### src/rtl/keynsham_dbus_decoder.sv
// Data-bus decoder between the CPU data port and the bootrom, RAM and IO
// slaves. Each access is routed to one slave with a one-cycle strobe. The
// slave's ack and read data are registered back to the CPU. An unmapped
// address, or a slave that never acks, ends with a one-cycle bus error.
module keynsham_dbus_decoder #(
    parameter logic [31:0] ROM_BASE  = 32'h0000_0000,
    parameter int          ROM_WORDS = 128,
    parameter logic [31:0] RAM_BASE  = 32'h2000_0000,
    parameter int          RAM_WORDS = 8192,
    parameter logic [31:0] IO_BASE   = 32'h8000_0000,
    parameter int          IO_WORDS  = 4096,
    parameter int          TIMEOUT   = 255
) (
    input  logic        clk,
    input  logic        rst_n,
    input  logic [29:0] cpu_addr,
    input  logic        cpu_access,
    input  logic        cpu_wr_en,
    input  logic [3:0]  cpu_bytesel,
    input  logic [31:0] cpu_wr_val,
    output logic [31:0] cpu_data,
    output logic        cpu_ack,
    output logic        cpu_error,
    output logic [29:0] s_addr,
    output logic        s_access,
    output logic        s_wr_en,
    output logic [3:0]  s_bytesel,
    output logic [31:0] s_wr_val,
    output logic        rom_cs,
    output logic        ram_cs,
    output logic        io_cs,
    input  logic [31:0] rom_data,
    input  logic [31:0] ram_data,
    input  logic [31:0] io_data,
    input  logic        rom_ack,
    input  logic        ram_ack,
    input  logic        io_ack
);

    typedef enum logic [1:0] {IDLE, WAIT, DONE, ERR} state_t;

    localparam logic [30:0] ROM_LO = {1'b0, ROM_BASE[31:2]};
    localparam logic [30:0] RAM_LO = {1'b0, RAM_BASE[31:2]};
    localparam logic [30:0] IO_LO  = {1'b0, IO_BASE[31:2]};
    localparam logic [15:0] TO_LD  = 16'(TIMEOUT);

    state_t      state;
    logic [2:0]  sel_q;     // {io, ram, rom}, held while waiting for the ack
    logic [15:0] cnt;
    logic [30:0] rom_off, ram_off, io_off;
    logic [2:0]  hit;
    logic        take;
    logic [2:0]  acks;

    // Offset into each region. An address below the base wraps to at least
    // 2^30, which is above any legal region size, so one compare is a full
    // range test.
    always_comb begin
        rom_off = {1'b0, cpu_addr} - ROM_LO;
        ram_off = {1'b0, cpu_addr} - RAM_LO;
        io_off  = {1'b0, cpu_addr} - IO_LO;
        hit[0]  = rom_off < 31'(ROM_WORDS);
        hit[1]  = ram_off < 31'(RAM_WORDS);
        hit[2]  = io_off  < 31'(IO_WORDS);
    end

    // Slave-side request fields come straight from the CPU inputs.
    always_comb begin
        s_wr_en   = cpu_wr_en;
        s_bytesel = cpu_bytesel;
        s_wr_val  = cpu_wr_val;
        if (hit[0])      s_addr = rom_off[29:0];
        else if (hit[1]) s_addr = ram_off[29:0];
        else if (hit[2]) s_addr = io_off[29:0];
        else             s_addr = cpu_addr;
    end

    // Strobe and chip-selects: decoded live on acceptance, latched in WAIT.
    always_comb begin
        take     = (state == IDLE) && cpu_access;
        s_access = take && (|hit);
        rom_cs   = take ? hit[0] : sel_q[0];
        ram_cs   = take ? hit[1] : sel_q[1];
        io_cs    = take ? hit[2] : sel_q[2];
        acks     = {io_ack, ram_ack, rom_ack} & sel_q;
    end

    // Access sequencer; ack/error are single-cycle registered pulses.
    always_ff @(posedge clk or negedge rst_n) begin
        if (!rst_n) begin
            state     <= IDLE;
            sel_q     <= 3'b000;
            cnt       <= 16'd0;
            cpu_data  <= 32'd0;
            cpu_ack   <= 1'b0;
            cpu_error <= 1'b0;
        end else begin
            cpu_ack   <= 1'b0;
            cpu_error <= 1'b0;
            case (state)
                IDLE: begin
                    if (cpu_access) begin
                        if (|hit) begin
                            sel_q <= hit;
                            cnt   <= TO_LD;
                            state <= WAIT;
                        end else begin
                            cpu_error <= 1'b1;
                            cpu_data  <= 32'd0;
                            state     <= ERR;
                        end
                    end
                end
                WAIT: begin
                    if (|acks) begin
                        if (sel_q[0])      cpu_data <= rom_data;
                        else if (sel_q[1]) cpu_data <= ram_data;
                        else               cpu_data <= io_data;
                        cpu_ack <= 1'b1;
                        sel_q   <= 3'b000;
                        state   <= DONE;
                    end else if (cnt == 16'd1) begin
                        cpu_error <= 1'b1;
                        cpu_data  <= 32'd0;
                        sel_q     <= 3'b000;
                        state     <= ERR;
                    end else begin
                        cnt <= cnt - 16'd1;
                    end
                end
                DONE:    state <= IDLE;
                ERR:     state <= IDLE;
                default: state <= IDLE;
            endcase
        end
    end

endmodule

### config.mk
export PLATFORM = sky130hd
export DESIGN_NAME = keynsham_dbus_decoder
export DESIGN_NICKNAME = d
export VERILOG_FILES = /design/src/rtl/keynsham_dbus_decoder.sv
export SDC_FILE = /design/constraint.sdc
export NUM_CORES = 1
export LEC_CHECK = 0
export CAP_MARGIN = 20
export CORE_UTILIZATION = 36
export CTS_CLUSTER_SIZE = 12
export DETAILED_ROUTE_END_ITERATION = 16
export GPL_ROUTABILITY_DRIVEN = 1
export PLACE_DENSITY = 0.91
export SLEW_MARGIN = 20
export SYNTH_ARGS = -nofsm -noshare
export SYNTH_HDL_FRONTEND = slang
export SYNTH_SLANG_ARGS = --single-unit
export TNS_END_PERCENT = 30
### constraint.sdc
create_clock -name clk -period 2.78 [get_ports clk]
set_input_delay 0.556 -clock clk [delete_from_list [all_inputs] [get_ports clk]]
set_output_delay 0.556 -clock clk [all_outputs]
set_load 0.005 [all_outputs]
---- Word level (Yosys, flattened, before mapping) ----
Index checks and enable logic that the tools add are counted.
storage, ports and cells
  flip-flop bits (word level) ............. 55
  input port bits ......................... 169
  output and inout port bits .............. 105
cells by class
  add/sub/neg operators ................... 3
  magnitude comparators ................... 3
  equal/unequal tests ..................... 10
  muxes and demuxes ....................... 35
  bitwise logic cells ..................... 1
  reductions and logical operators ........ 11
operators with widths
  operator                                              number
  two-way mux 32 bit                                    6
  two-way mux 30 bit                                    3
  two-way mux 16 bit                                    4
  one-hot mux 32 bit (2 select lines)                   1
  one-hot mux 16 bit (2 select lines)                   1
  < comparator 31 x 13 -> 1 bit, second input constant  1
  < comparator 31 x 14 -> 1 bit, second input constant  1
  subtractor 30 x 28 -> 31 bit, second input constant   1
  subtractor 30 x 30 -> 31 bit, second input constant   1
  < comparator 30 x 8 -> 1 bit, second input constant   1
  equality test 16 x 1 -> 1 bit, second input constant  1
  subtractor 16 x 1 -> 16 bit, second input constant    1
  two-way mux 3 bit                                     4
  two-way mux 1 bit                                     9
  two-way mux 2 bit                                     4
  != test 2 bit, second input constant                  4
  AND reduction 4 bit                                   2
  one-hot mux 2 bit (3 select lines)                    1
  one-hot mux 3 bit (2 select lines)                    1
  OR reduction 3 bit                                    2
  AND reduction 5 bit                                   1
  equality test 2 bit, second input constant            2
  bitwise AND 3 bit                                     1
  != test 3 bit, second input constant                  1
  other kinds (8)                                       9

---- Depth between registers and ports, before layout ----
Gate-level depths: netlist of run 1.
  depth after elaboration ................. 6
  mapped depth ............................ 9

---- Worst setup path after synthesis of run 1 ----
OpenSTA, ideal clock, no wires.
  path kind ............................... input-to-output
  from .................................... input cpu_addr[27]
  to ...................................... output s_access
  arrival ................................. 2.053 ns
  path slack .............................. 0.171 ns
  stages on the path ...................... 7
  cell sequence ........................... inv_1 ha_1 ha_1 nand2b_1 a2111o_1 nand3_1 clkbuf_1
between the ends
  word-level cells in the longest chain between the ends .. 4
RTL lines
  item                                                                            line    source
  start: declaration                                                              16      input logic [29:0] cpu_addr,
  subtractor 30 x 28 -> 31 bit or subtractor 30 x 30 -> 31 bit (tied branches)    60, 61
  < comparator 31 x 14 -> 1 bit or < comparator 31 x 13 -> 1 bit (tied branches)  63, 64
  OR reduction 3 bit (*)                                                          81      s_access = take && (|hit);
  logical AND 1 bit (*)                                                           81
  end: declaration                                                                25      output logic s_access,
Every way passes the cells marked *; elsewhere a longest branch is shown, timed or not.

---- Worst setup path in the final report of run 1 ----
  from .................................... input cpu_addr[27]
  to ...................................... register cnt[6]
between the ends
  word-level cells in the longest chain between the ends .. 5
RTL lines
  item                                                                            line    source
  subtractor 30 x 28 -> 31 bit or subtractor 30 x 30 -> 31 bit (tied branches)    60, 61
  < comparator 31 x 14 -> 1 bit or < comparator 31 x 13 -> 1 bit (tied branches)  63, 64
  OR reduction 3 bit (*)                                                          103     if (|hit) begin
  != test 2 x 1 -> 1 bit (no line) (*)                                            -
  AND reduction 5 bit (no line) (*)                                               -
  end signal: assignment                                                          128     cnt <= cnt - 16'd1;
  end: declaration                                                                49      logic [15:0] cnt;
Marks and branches as above.
A chain may end at the register's enable or synchronous reset.

==> metrics.yaml, run 1 <==
dp_hpwl_um: 9290
cp_cell_sequence: "buf_2, inv_2, ha_1, ha_1, nand2b_4, buf_4, a211oi_4, buf_4, buf_6, buf_4, nor4_4, buf_4, o31a_1, or3_1"
max_slew_margin_pct: 56.0
gp_congestion: 0.942
p_comb_share_pct: 52.4
synth_ff_type: "dfrtp_1"
syn_area_per_cell_um2: 9.15
end_kind: "flop"
hp-class: "in -> async"
route.antenna.remaining_nets: 0
critPathTopFamily: "buffers and inverters"
synthArstFlopShare_pct: 100
r2r_end: "cnt[7]$_DFFE_PN0P_"
power.density_mw_per_mm2: 647
dp_slack_ns: -0.643
regToRegSetupSlack_ns: 0.29
path_depth: 14
status: "completed"
synth-seq-cells: 55
cap_violations: 0
num_rows: 37
root_buffer: "clkbuf_8"
netlist_area_mm2: 0.00387
synth_edf_count: 0
cp_common_cell: "buf_4"
p_switching_mw: 1.34
rr_worst_depth: 7
switching_share_pct: 35.8
crit_buf_inv: 7
grt.overflow.total: 0
clkPwrFrac_pct: 11.7
nets: 750
pin_count: 274
drive_gt1_share_pct: 15.5
setup_viol: 0
cp_slowest_cell: "or3_1"
fin_tns_setup_ns: 0
p_leak_nw: 2.37
hold_violations: 0
worst-setup-path-type: "in -> reg"
fin_skew_ns: 0.0113
share_seq_of_total_power_pct: 35.9
cp-start-kind: "input port"
numCtsBuffers: 5
period_minus_slack_ns: 2.70
vias: 3774
synthDistinctLibCells: 46
cts_max_level: 2
fin_hold_ws_ns: 0.278
drc_errors: 0
cts.sinks: 55
grt_antenna_before_repair: 0
synthTopCellsByArea: "dfrtp_1 36%, buf_4 12%, mux2i_1 9.1%"
yosys_warnings: 0
synth_commonest_cells: "64 x buf_4, 55 x dfrtp_1, 49 x nand2_1"
seq_area_frac_synth_pct: 35.6
track_usage_pct: 20.8
finalCritPeriodShare_pct: 97.0
die_w_um: 106
yosysTopAreaCell: "dfrtp_1"
synthToLayoutAreaGrowth_pct: 49.7
insertion_delay_ns: 0.30
dieArea_mm2: 0.0112
post-route-cell-area_mm2: 0.00579
dpl_cell_area_mm2: 0.00563
yosysTopAreaCellShare_pct: 35.6
final_util_pct: 55.9
core_area_mm2: 0.0104
drv_slew: 0
viasPerCell: 5.31
antennaDiodeCount: 0
grt_pass1_vias: 3727
numPortBuffers: 185
max_freq_mhz: 371
clockBufferDepth: 2
die_h_um: 106
crit_required_ns: 2.96
r2r_start: "cnt[6]$_DFFE_PN0P_"
grt_pass1_wl_um: 18700
synth_fp_nets: 599
initial_core_util_pct: 37.3
slowest_delay_ns: 0.32
setup_ws_ns: 0.0823
synth_cells: 423
drt_wl_total_um: 12100
worst-endpoint-arrival_ns: 2.87
routedWlPerCell_um: 17.1
drtIter0Drc: 205
vdd_drop_max_uv: 340
clk_pin_slew_ns: 0.09
synth.most_common_cell: "buf_4"
cts_tree: "built"
grt_max_degree: 67
cp_max_fo: 6
worstMarginPinSlew_ns: 0.660
intPower_mw: 2.41
dr.pass1.iters: 5
-- through the flow --
step	power [mW]	cells
floorplan	2.29	423
finish	3.75	711
CTS	3.74	710
global placement	3.20	694
global route	3.98	711
detailed placement	3.29	694
-- state kept, by name (all words and copies together) (netlist names) --
| name | count |
|---|---|
| cpu_ack | 1 |
| state | 2 |
| cpu_data | 32 |
| sel_q | 3 |
| cnt | 16 |
| cpu_error | 1 |
-- kinds of logic after synthesis --
| kind of cell | count (synthesis) | share of synthesized area, % |
|---|---|---|
| and+or+nand+nor | 129 | 18.8 |
| AOI/OAI and AO/OA | 97 | 17.2 |
| buffers and inverters | 96 | 16.1 |
| DFF | 55 | 35.6 |
| muxes | 37 | 9.64 |
| adders and majority gates | 7 | 2.26 |
| xor gates and xnor gates | 2 | 0.453 |
-- cell usage in the layout, fill, tap and decap left out, types with 4 or more instances in the layout --
cell type and count:
dfrtp_1 53, mux2i_1 35, inv_1 6, o21ai_0 42
nand4_1 5, nor2_1 14, or3_1 9, nor4_1 5
or4_1 7, buf_2 6, nor4_4 5, a22o_1 32
clkdlybuf4s50_1 160, clkbuf_8 5, a21oi_1 7, clkdlybuf4s15_1 4
nand2_1 49, nand3_1 4, buf_4 41, o31ai_1 4
dlygate4sd2_1 12, nor3_1 7, ha_1 7
-- area by class of cell --
type,count,area (µm²)
Fill cell,882,4580
Timing Repair Buffer,232,2200
Multi-Input combinational cell,272,1930
Sequential cell,55,1380
Tap cell,136,170
Clock buffer,6,72.6
Inverter,8,30.0
Clock inverter,2,12.5
-- power groups by stage --
| stage | clock [mW] | sequential, mW | combinational (mW) |
|---|---|---|---|
| finish | 0.439 | 1.35 | 1.96 |
| global route | 0.480 | 1.39 | 2.11 |
| CTS | 0.452 | 1.34 | 1.95 |
| detailed placement | 0 | 1.36 | 1.93 |
| global placement | 0 | 1.33 | 1.87 |
| floorplan | 0 | 1.31 | 0.979 |
-- worst max path at each step --
stage / startpoint / end
floorplan: cpu_addr[27] / s_access
global placement: cpu_addr[27] / s_access
detailed placement: cpu_addr[27] / s_access
CTS: cpu_addr[27] / cnt[2]$_DFFE_PN0P_
global route: cpu_addr[16] / cnt[13]$_DFFE_PN0P_
finish: cpu_addr[27] / cnt[6]$_DFFE_PN0P_
-- per-layer routing --
layer | GRT usage (%) | share of wire (%) | vias to the layer above
li1 | - | - | 1752
met2 | 39.8 | 53 | 174
met4 | 6.05 | 2.3 | 0
met3 | 4.02 | 7.4 | 32
met1 | 23.1 | 37 | 1816
met5 | 0 | 0 | -
-- timing repair --
item / CTS / global route
gates resized for setup: 48 / 17
hold buffers: 0 / 0
buffers inserted: 8 / 1
pin swaps: 11 / 10
endpoints found under the setup margin: 52 / 44
No activity file was read; power rests on OpenSTA's default activity.
==> inputs of run 2 (changes only) <==
- CELL_PAD_IN_SITES_DETAIL_PLACEMENT: not set -> 1
- CELL_PAD_IN_SITES_GLOBAL_PLACEMENT: not set -> 1
- CORE_ASPECT_RATIO: not set -> 1.4
- CORE_UTILIZATION: 36 -> 24
- PLACE_DENSITY: 0.91 -> 0.88
==> run 2 against run 1 <==
Cell area rose by 2.7%. Worst hold slack worse by 0.077 ns. Cell count grew 9.0%. Sequential cell count is the same. First-iteration DRC count fell by 37%. Wire length is 18% higher. Clock skew shrank 0.0075 ns. Sequential share of layout area fell by 0.62 points. Die area rose by 49%. Fmax fell by 0.44%. Highest routed layer unchanged.
==> metrics.yaml, run 2 (synthesis gave the netlist of run 1 again) <==
status: "completed"
rr_worst_depth: 6  # -1
intPower_mw: 2.56  # +6.6%
route.antenna.remaining_nets: 0  # unchanged
reg.largest.list: "cpu_data x32, cnt x16, sel_q x3"
track_usage_pct: 16.4  # -4.4 points
dp_slack_ns: -0.686  # -0.0433 ns
cp_max_fo: 2  # -4
root_buffer: "clkbuf_16"
num_rows: 54  # +46%
core_area_mm2: 0.0157  # +51%
cap_violations: 0  # unchanged
pin_count: 274  # unchanged
rsz0062_at_grt: "false"
grt_pass1_vias: 4060  # +8.9%
p_leak_nw: 2.41  # +1.9%
worst-setup-path-type: "in -> out"
antennaDiodeCount: 0  # unchanged
final_common_cell: "clkdlybuf4s50_1"
period_minus_slack_ns: 2.71  # +0.0119 ns
cts_tree: "built"
end_kind: "output port"
fin_skew_ns: 0.00381  # -0.00751 ns
p_switching_mw: 1.44  # +7.2%
hold_violations: 0  # unchanged
max_freq_mhz: 369  # -0.44%
setup_ws_ns: 0.0705  # -0.0119 ns
crit_required_ns: 2.22  # -0.74 ns
drv_slew: 0  # unchanged
final_util_pct: 37.9  # -18 points
die_h_um: 152  # +44%
cts_max_level: 2  # unchanged
vias: 3793  # +0.50%
drt_wl_total_um: 14300  # +18%
grt_max_degree: 67  # unchanged
share_seq_of_total_power_pct: 33.6  # -2.3 points
numPortBuffers: 185  # unchanged
insertion_delay_ns: 0.30  # about the same
hp-class: "in -> async"
grt_antenna_before_repair: 0  # unchanged
switching_share_pct: 35.9  # +0.12 points
grt.overflow.total: 0  # unchanged
p_comb_share_pct: 50.7  # -1.7 points
cp-start-kind: "input port"
drc_errors: 0  # unchanged
dp_hpwl_um: 10800  # +16%
largest_register: "cpu_data"
final_cell_mix: "159 x clkdlybuf4s50_1, 53 x dfrtp_1, 50 x buf_4"
cts.sinks: 55  # unchanged
grt_pass1_wl_um: 21000  # +13%
nets: 754  # +0.53%
clkPwrFrac_pct: 15.7  # +4.0 points
vdd_drop_max_uv: 328  # -3.6%
max_slew_margin_pct: 58.2  # +2.2 points
setup_viol: 0  # unchanged
gp_congestion: 0.806  # -14%
numCtsBuffers: 5  # unchanged
routedWlPerCell_um: 18.4  # +8.0%
dr.pass1.iters: 4  # -1
power.density_mw_per_mm2: 673  # +4.0%
worst-endpoint-arrival_ns: 2.15  # -0.72 ns
clockBufferDepth: 2  # unchanged
synthToLayoutAreaGrowth_pct: 53.8
initial_core_util_pct: 24.7  # -13 points
die_w_um: 109  # +3.4%
dieArea_mm2: 0.0166  # +49%
viasPerCell: 4.89  # -7.8%
drive_gt1_share_pct: 18.5  # +3.0 points
clk_pin_slew_ns: 0.07  # -0.02 ns
finalCritPeriodShare_pct: 97.5  # +0.43 points
worstMarginPinSlew_ns: 0.622  # -0.0386 ns
drtIter0Drc: 129  # -37%
largest_register_ffs: 32  # unchanged
## run 2: stage by stage
step / cells / instance area [µm²] / total power [mW] / hold WS (ns) / setup TNS (ns)
3_5_place_dp: 754 / 5680 / 3.35 / 0.490 / -24.92
2_1_floorplan: 423 / 3870 / 2.29 / 0.260 / 0
3_3_place_gp: 754 / 5680 / 3.23 / 0.489 / -19.65
6_report: 775 / 5950 / 4.00 / 0.200 / 0
5_1_grt: 775 / 5950 / 4.25 / 0.229 / 0
4_1_cts: 772 / 5930 / 4.01 / 0.211 / -0.0203
## run 2: power groups by stage
stage                     clock network, mW  logic, mW  registers, mW
after floorplan                           0      0.979           1.31
after global placement                    0       1.91           1.32
after detailed placement                  0       2.00           1.35
after CTS                             0.655       2.02           1.34
after global routing                  0.677       2.18           1.39
final                                 0.629       2.03           1.34
## run 2: path summary, 6_finish.rpt
path | slack [ns] | from | to
worst max-delay path | 0.07 | cpu_addr[27] | s_addr[28]
worst min-delay path | 0.20 | rst_n | cpu_data[27]$_DFFE_PN0P_
worst max register to register | 0.22 | cnt[6]$_DFFE_PN0P_ | cnt[6]$_DFFE_PN0P_
worst min register to register | 0.51 | cnt[1]$_DFFE_PN0P_ | cnt[1]$_DFFE_PN0P_
max in group asynchronous | 1.89 | rst_n | sel_q[0]$_DFFE_PN0P_
min in group clk | 0.51 | cnt[1]$_DFFE_PN0P_ | cnt[1]$_DFFE_PN0P_
## run 2: repair_timing
item	in CTS	in global routing
setup endpoints to repair	58	19
gates cloned	0	1
hold buffers	0	0
pin swaps	10	8
buffers inserted	10	3
resized for setup	64	25
## run 2: layout make-up
cell class | instances | area (µm²)
well taps | 196 | 245
multi-input cells | 273 | 1990
clock buffers | 5 | 125
fillers | 1785 | 9730
repair buffers | 235 | 2160
clock inverters | 3 | 18.8
inverters | 8 | 30.0
flip-flops and latches | 55 | 1380
## run 2: layer usage
layer  global-route usage (%)  vias up  share of wire, %
met3                     3.04       42               6.6
li1                         -     1760                 -
met5                        0        -                 0
met2                     33.0      128                56
met1                     15.2     1863                33
met4                     7.11        0               4.4
## run 2: critical path, stage by stage
cell and delay [ns]:
buf_2 0.11, inv_2 0.09, ha_4 0.15, ha_4 0.19, nand2b_4 0.14, buf_4 0.14
a211oi_4 0.22, buf_4 0.15, buf_4 0.10, nor2_1 0.04, a21oi_1 0.12, buf_2 0.15
==> RTL change 1, RTL diff (config.mk and constraints of run 1) <==
Encoding of `state_t`: now one-hot (4 bits for 4 states).
--- a/src/rtl/keynsham_dbus_decoder.sv
+++ b/src/rtl/keynsham_dbus_decoder.sv
@@ -38,5 +38,5 @@
 );
 
-    typedef enum logic [1:0] {IDLE, WAIT, DONE, ERR} state_t;
+    typedef enum logic [3:0] {IDLE = 4'b0001, WAIT = 4'b0010, DONE = 4'b0100, ERR = 4'b1000} state_t;
 
     localparam logic [30:0] ROM_LO = {1'b0, ROM_BASE[31:2]};
Check against the original RTL: no difference found for any inputs over 4 cycles, from zero or initial values and one cycle with rst_n low; so few cycles prove little.
==> RTL change 1 against run 1 <==
The flow now finishes with violations (setup timing). Wire length increased by 1.4%. Count of clock-buffer cells in the layout increased by 4. Design area increased by 4.9%. Die area decreased by 0.58%. Area after synthesis decreased by 0.58%. Sequential cell count increased by 2. Setup slack got worse by 150 ps. Utilization increased by 3.0 points. Clock skew decreased by 3.6 ps.
Power is not compared: it rests on default switching activity, and its combinational part moved more than twofold at a synthesized area within 25%.
==> RTL change 1: results <==
metrics = {
    "yosys": {
        "synth_common_cells": "buf_4, dfrtp_1, nand2_1, o21ai_0, mux2i_1",
        "seq_area_frac_synth": 0.371,
        "synth-xor-area-share": 0.00455,
        "synth_compound_area_frac": 0.196,
        "synth.area.top_cells": "dfrtp_1, buf_4, mux2i_1",
        "syn_avg_cell_area_sq_um": 9.54,
        "syn_nets": 579,
        "yosysUniqueCellTypes": 51,
    },
    "timing": {
        "setup_viol": 2,
        "worstMarginPinSlew_ps": 762,
        "layout_setup_ws_ps": -72.1,
    },
    "cells_and_area": {
        "clockBufferCount": 10,
        "multi_input_gates": 252,
        "syn_to_final_growth_pct": 57.9,
        "nets": 743,
        "nonClockInverterCount": 11,
        "clock_cell_area_share": 0.0377,
        "final_area_sq_mm": 0.00607,
        "bufAreaShareNonClock": 0.366,
        "signal_buffers": 236,
        "seq_area_frac": 0.235,
        "drive_gt1_frac": 0.219,
        "multi_input_area_sq_mm": 0.00198,
    },
    "global_route": {
        "grt_pass1_wl_mm": 18.7,
        "grt.total_usage": 0.211,
    },
    "setup_path": {
        "slowest_stage": "nor4_4",
        "cp.arrival_ps": 2300,
        "crit_fanout": 3,
        "reg2reg_depth": 9,
    },
    "run_status": {
        "violations": "setup timing",
        "outcome": "finished with violations",
    },
    "clock_tree": {
        "worstSkewPairLatency_ps": 320,
        "cts_inserted_buffers": 9,
        "cts_sinks": 57,
        "cts_max_level": 3,
    },
    "placed_design": {
        "dp_hpwl_mm": 9.07,
        "place_congestion": 0.849,
    },
    "detailed_routing": {
        "num_vias": 3785,
        "drtPass1Iterations": 4,
    },
}
## RTL change 1: cell count changes after synthesis, sizes merged, moves of 3 or more
cell | run 1 | this run
nor2 | 17 | 12
o21ai | 42 | 38
clkbuf | 14 | 11
nand2 | 50 | 39
nor2b | 4 | 1
or3 | 10 | 5
nor3 | 8 | 4
or4 | 7 | 11
nand4 | 6 | 3
o31ai | 4 | 12
## RTL change 1: logic make-up (layout without fill, tap and decap cells)
family                   Yosys count  in the layout
AND/OR/NAND/NOR                  104            104
AO/OA/AOI/OAI                    103            103
buffers and inverters             94            263
flip-flops                        57             57
multiplexers                      36             36
adder cells (fa/ha/maj)            7              7
XOR/XNOR                           2              2
## RTL change 1: layer usage
metal | GRT usage | vias up | share of wire
met4 | 0.101 | 0 | 0.020
met2 | 0.384 | 181 | 0.54
met5 | 0 | - | 0
li1 | - | 1740 | -
met1 | 0.230 | 1836 | 0.38
met3 | 0.0489 | 28 | 0.062
## RTL change 1: final timing paths
path                                   start            to  slack [ps]
worst min-delay path                   rst_n       cnt[10]         240
worst max register to register       cnt[12]       cnt[11]          70
min in group clk                cpu_data[15]  cpu_data[15]         510
worst max-delay path            cpu_addr[17]    s_addr[29]         -70
max in group asynchronous              rst_n  cpu_data[30]        1770
worst min register to register  cpu_data[15]  cpu_data[15]         510
## RTL change 1: repair_timing
item	4_1_cts	5_1_grt
resized for setup	62	50
pin swaps	15	19
buffers inserted	10	9
setup endpoints to repair	17	40
## RTL change 1: critical path, delay by kind of cell
kind,cells,cell delay (ps)
xor gates and xnor gates,1,140
buffers and inverters,3,610
and+or+nand+nor,5,970
==> RTL change 2, RTL diff (settings of run 1) <==
Without the edit above. The parameter `ROM_WORDS` goes from 128 to 64.
--- a/src/rtl/keynsham_dbus_decoder.sv
+++ b/src/rtl/keynsham_dbus_decoder.sv
@@ -5,5 +5,5 @@
 module keynsham_dbus_decoder #(
     parameter logic [31:0] ROM_BASE  = 32'h0000_0000,
-    parameter int          ROM_WORDS = 128,
+    parameter int          ROM_WORDS = 64,
     parameter logic [31:0] RAM_BASE  = 32'h2000_0000,
     parameter int          RAM_WORDS = 8192,
Function: changed (Yosys sat finds a counterexample within 4 cycles, from zero or initial values and one cycle with rst_n low).
==> RTL change 2 against run 1 <==
Clock skew shrank 1.8 ps. Critical endpoint is now s_access. Design area grew 0.32%. Synthesized cell count increased by 2.1%. Maximum frequency shrank 2.7%. Wire length is 1.1% lower. Sequential cell count stayed put. Largest power group unchanged. Register-to-register slack better by 100 ps. Combinational power grew 5%. Utilization rose by 0.69 points. Total power rose by 3.1%. Area after synthesis fell by 1.9%. Setup slack worse by 75 ps. Sequential share of layout area down 0.077 points. Highest routed layer unchanged.
==> RTL change 2: results <==
metrics = {
    "power": {
        "vdd_drop_max_v": 0.000351,
        "p_leak_nw": 2.32,
    },
    "setup_path": {
        "critPathMaxStageDelay_ps": 390,
        "slowest_stage": "or3_4",
        "cp_top_family": "simple AND/OR/NAND/NOR gates",
        "cp.arrival_ps": 2220,
    },
    "global_route": {
        "grt.total_usage": 0.218,
        "grt_pass1_wl_mm": 19.4,
        "grt_max_degree": 65,
    },
    "yosys": {
        "syn_nets": 608,
        "syn_avg_cell_area_sq_um": 8.78,
        "yosysUniqueCellTypes": 44,
        "synth.area.top_cells": "dfrtp_1, buf_4, mux2i_1",
        "synth_common_cells": "buf_4, dfrtp_1, o21ai_0, nand2_1",
    },
    "placed_design": {
        "dp_hpwl_mm": 9.50,
        "place_congestion": 0.833,
        "io_buffers": 187,
        "pre_cts_ws_ps": -917,
        "dp_cells": 715,
    },
    "timing": {
        "clock_skew_ps": 9.48,
    },
    "cells_and_area": {
        "final_cells": 728,
        "clock_cell_area_share": 0.0161,
        "nonClockInverterCount": 10,
        "drive_gt1_frac": 0.149,
        "clockBufferCount": 5,
        "multi_input_gates": 283,
        "syn_to_final_growth_pct": 53.2,
    },
    "detailed_routing": {
        "post_drt_wl_per_cell_microns": 16.5,
        "drt_iter0_markers": 231,
        "drtPass1Iterations": 4,
    },
    "run_status": {
        "outcome": "finished, final reports clean",
    },
}
==> RTL change 2: cell count changes after synthesis, sizes merged, moves of 3 or more <==
cell,before,now
a31oi,0,4
and4,1,4
mux2i,35,32
nand3,5,8
nor2,17,13
nor2b,4,1
nor4,10,7
o21ai,42,54
or3,10,13
==> RTL change 2: metal layers <==
layer  vias to the layer above  wire [microns]  part of all wire  track usage
met5                         -               0                 0            0
met4                         0             204             0.017       0.0624
met3                        24             902             0.075       0.0512
met2                       196            6500              0.54        0.429
met1                      1743            4400              0.37        0.226
li1                       1814               -                 -            -
==> RTL change 2: cells by family (layout without fill, tap and decap cells) <==
logic type,Yosys count,in the layout,synth area share
buffers and inverters,94,254,0.159
flip-flops,55,55,0.363
AND/OR/NAND/NOR,133,133,0.180
adder cells (fa/ha/maj),7,7,0.0231
XOR/XNOR,1,1,0.00231
multiplexers,33,33,0.0874
AO/OA/AOI/OAI,109,109,0.186
==> RTL change 2: report_power, final <==
part	internal [mW]	leakage, nW	switching (mW)
Combinational	1.15	1.56	0.911
Clock	0.181	0.0443	0.279
Sequential	1.11	0.715	0.229
Total	2.44	2.32	1.42
==> RTL change 2: final timing paths <==
check	cells past startpoint	to	from	slack (ps)
max	9	s_access	cpu_addr[27]	7
max reg2reg	5	cnt[12]	cnt[2]	390
min reg2reg	1	cpu_data[9]	cpu_data[9]	520
max in group asynchronous	2	cpu_data[28]	rst_n	1710
min	1	cnt[4]	rst_n	260
min in group clk	1	cpu_data[9]	cpu_data[9]	520
==> RTL change 2: repair_timing <==
action	CTS	global route
gates resized for setup	59	4
pin swaps	15	3
gates cloned	0	0
setup endpoints to repair	52	3
buffers inserted	4	1
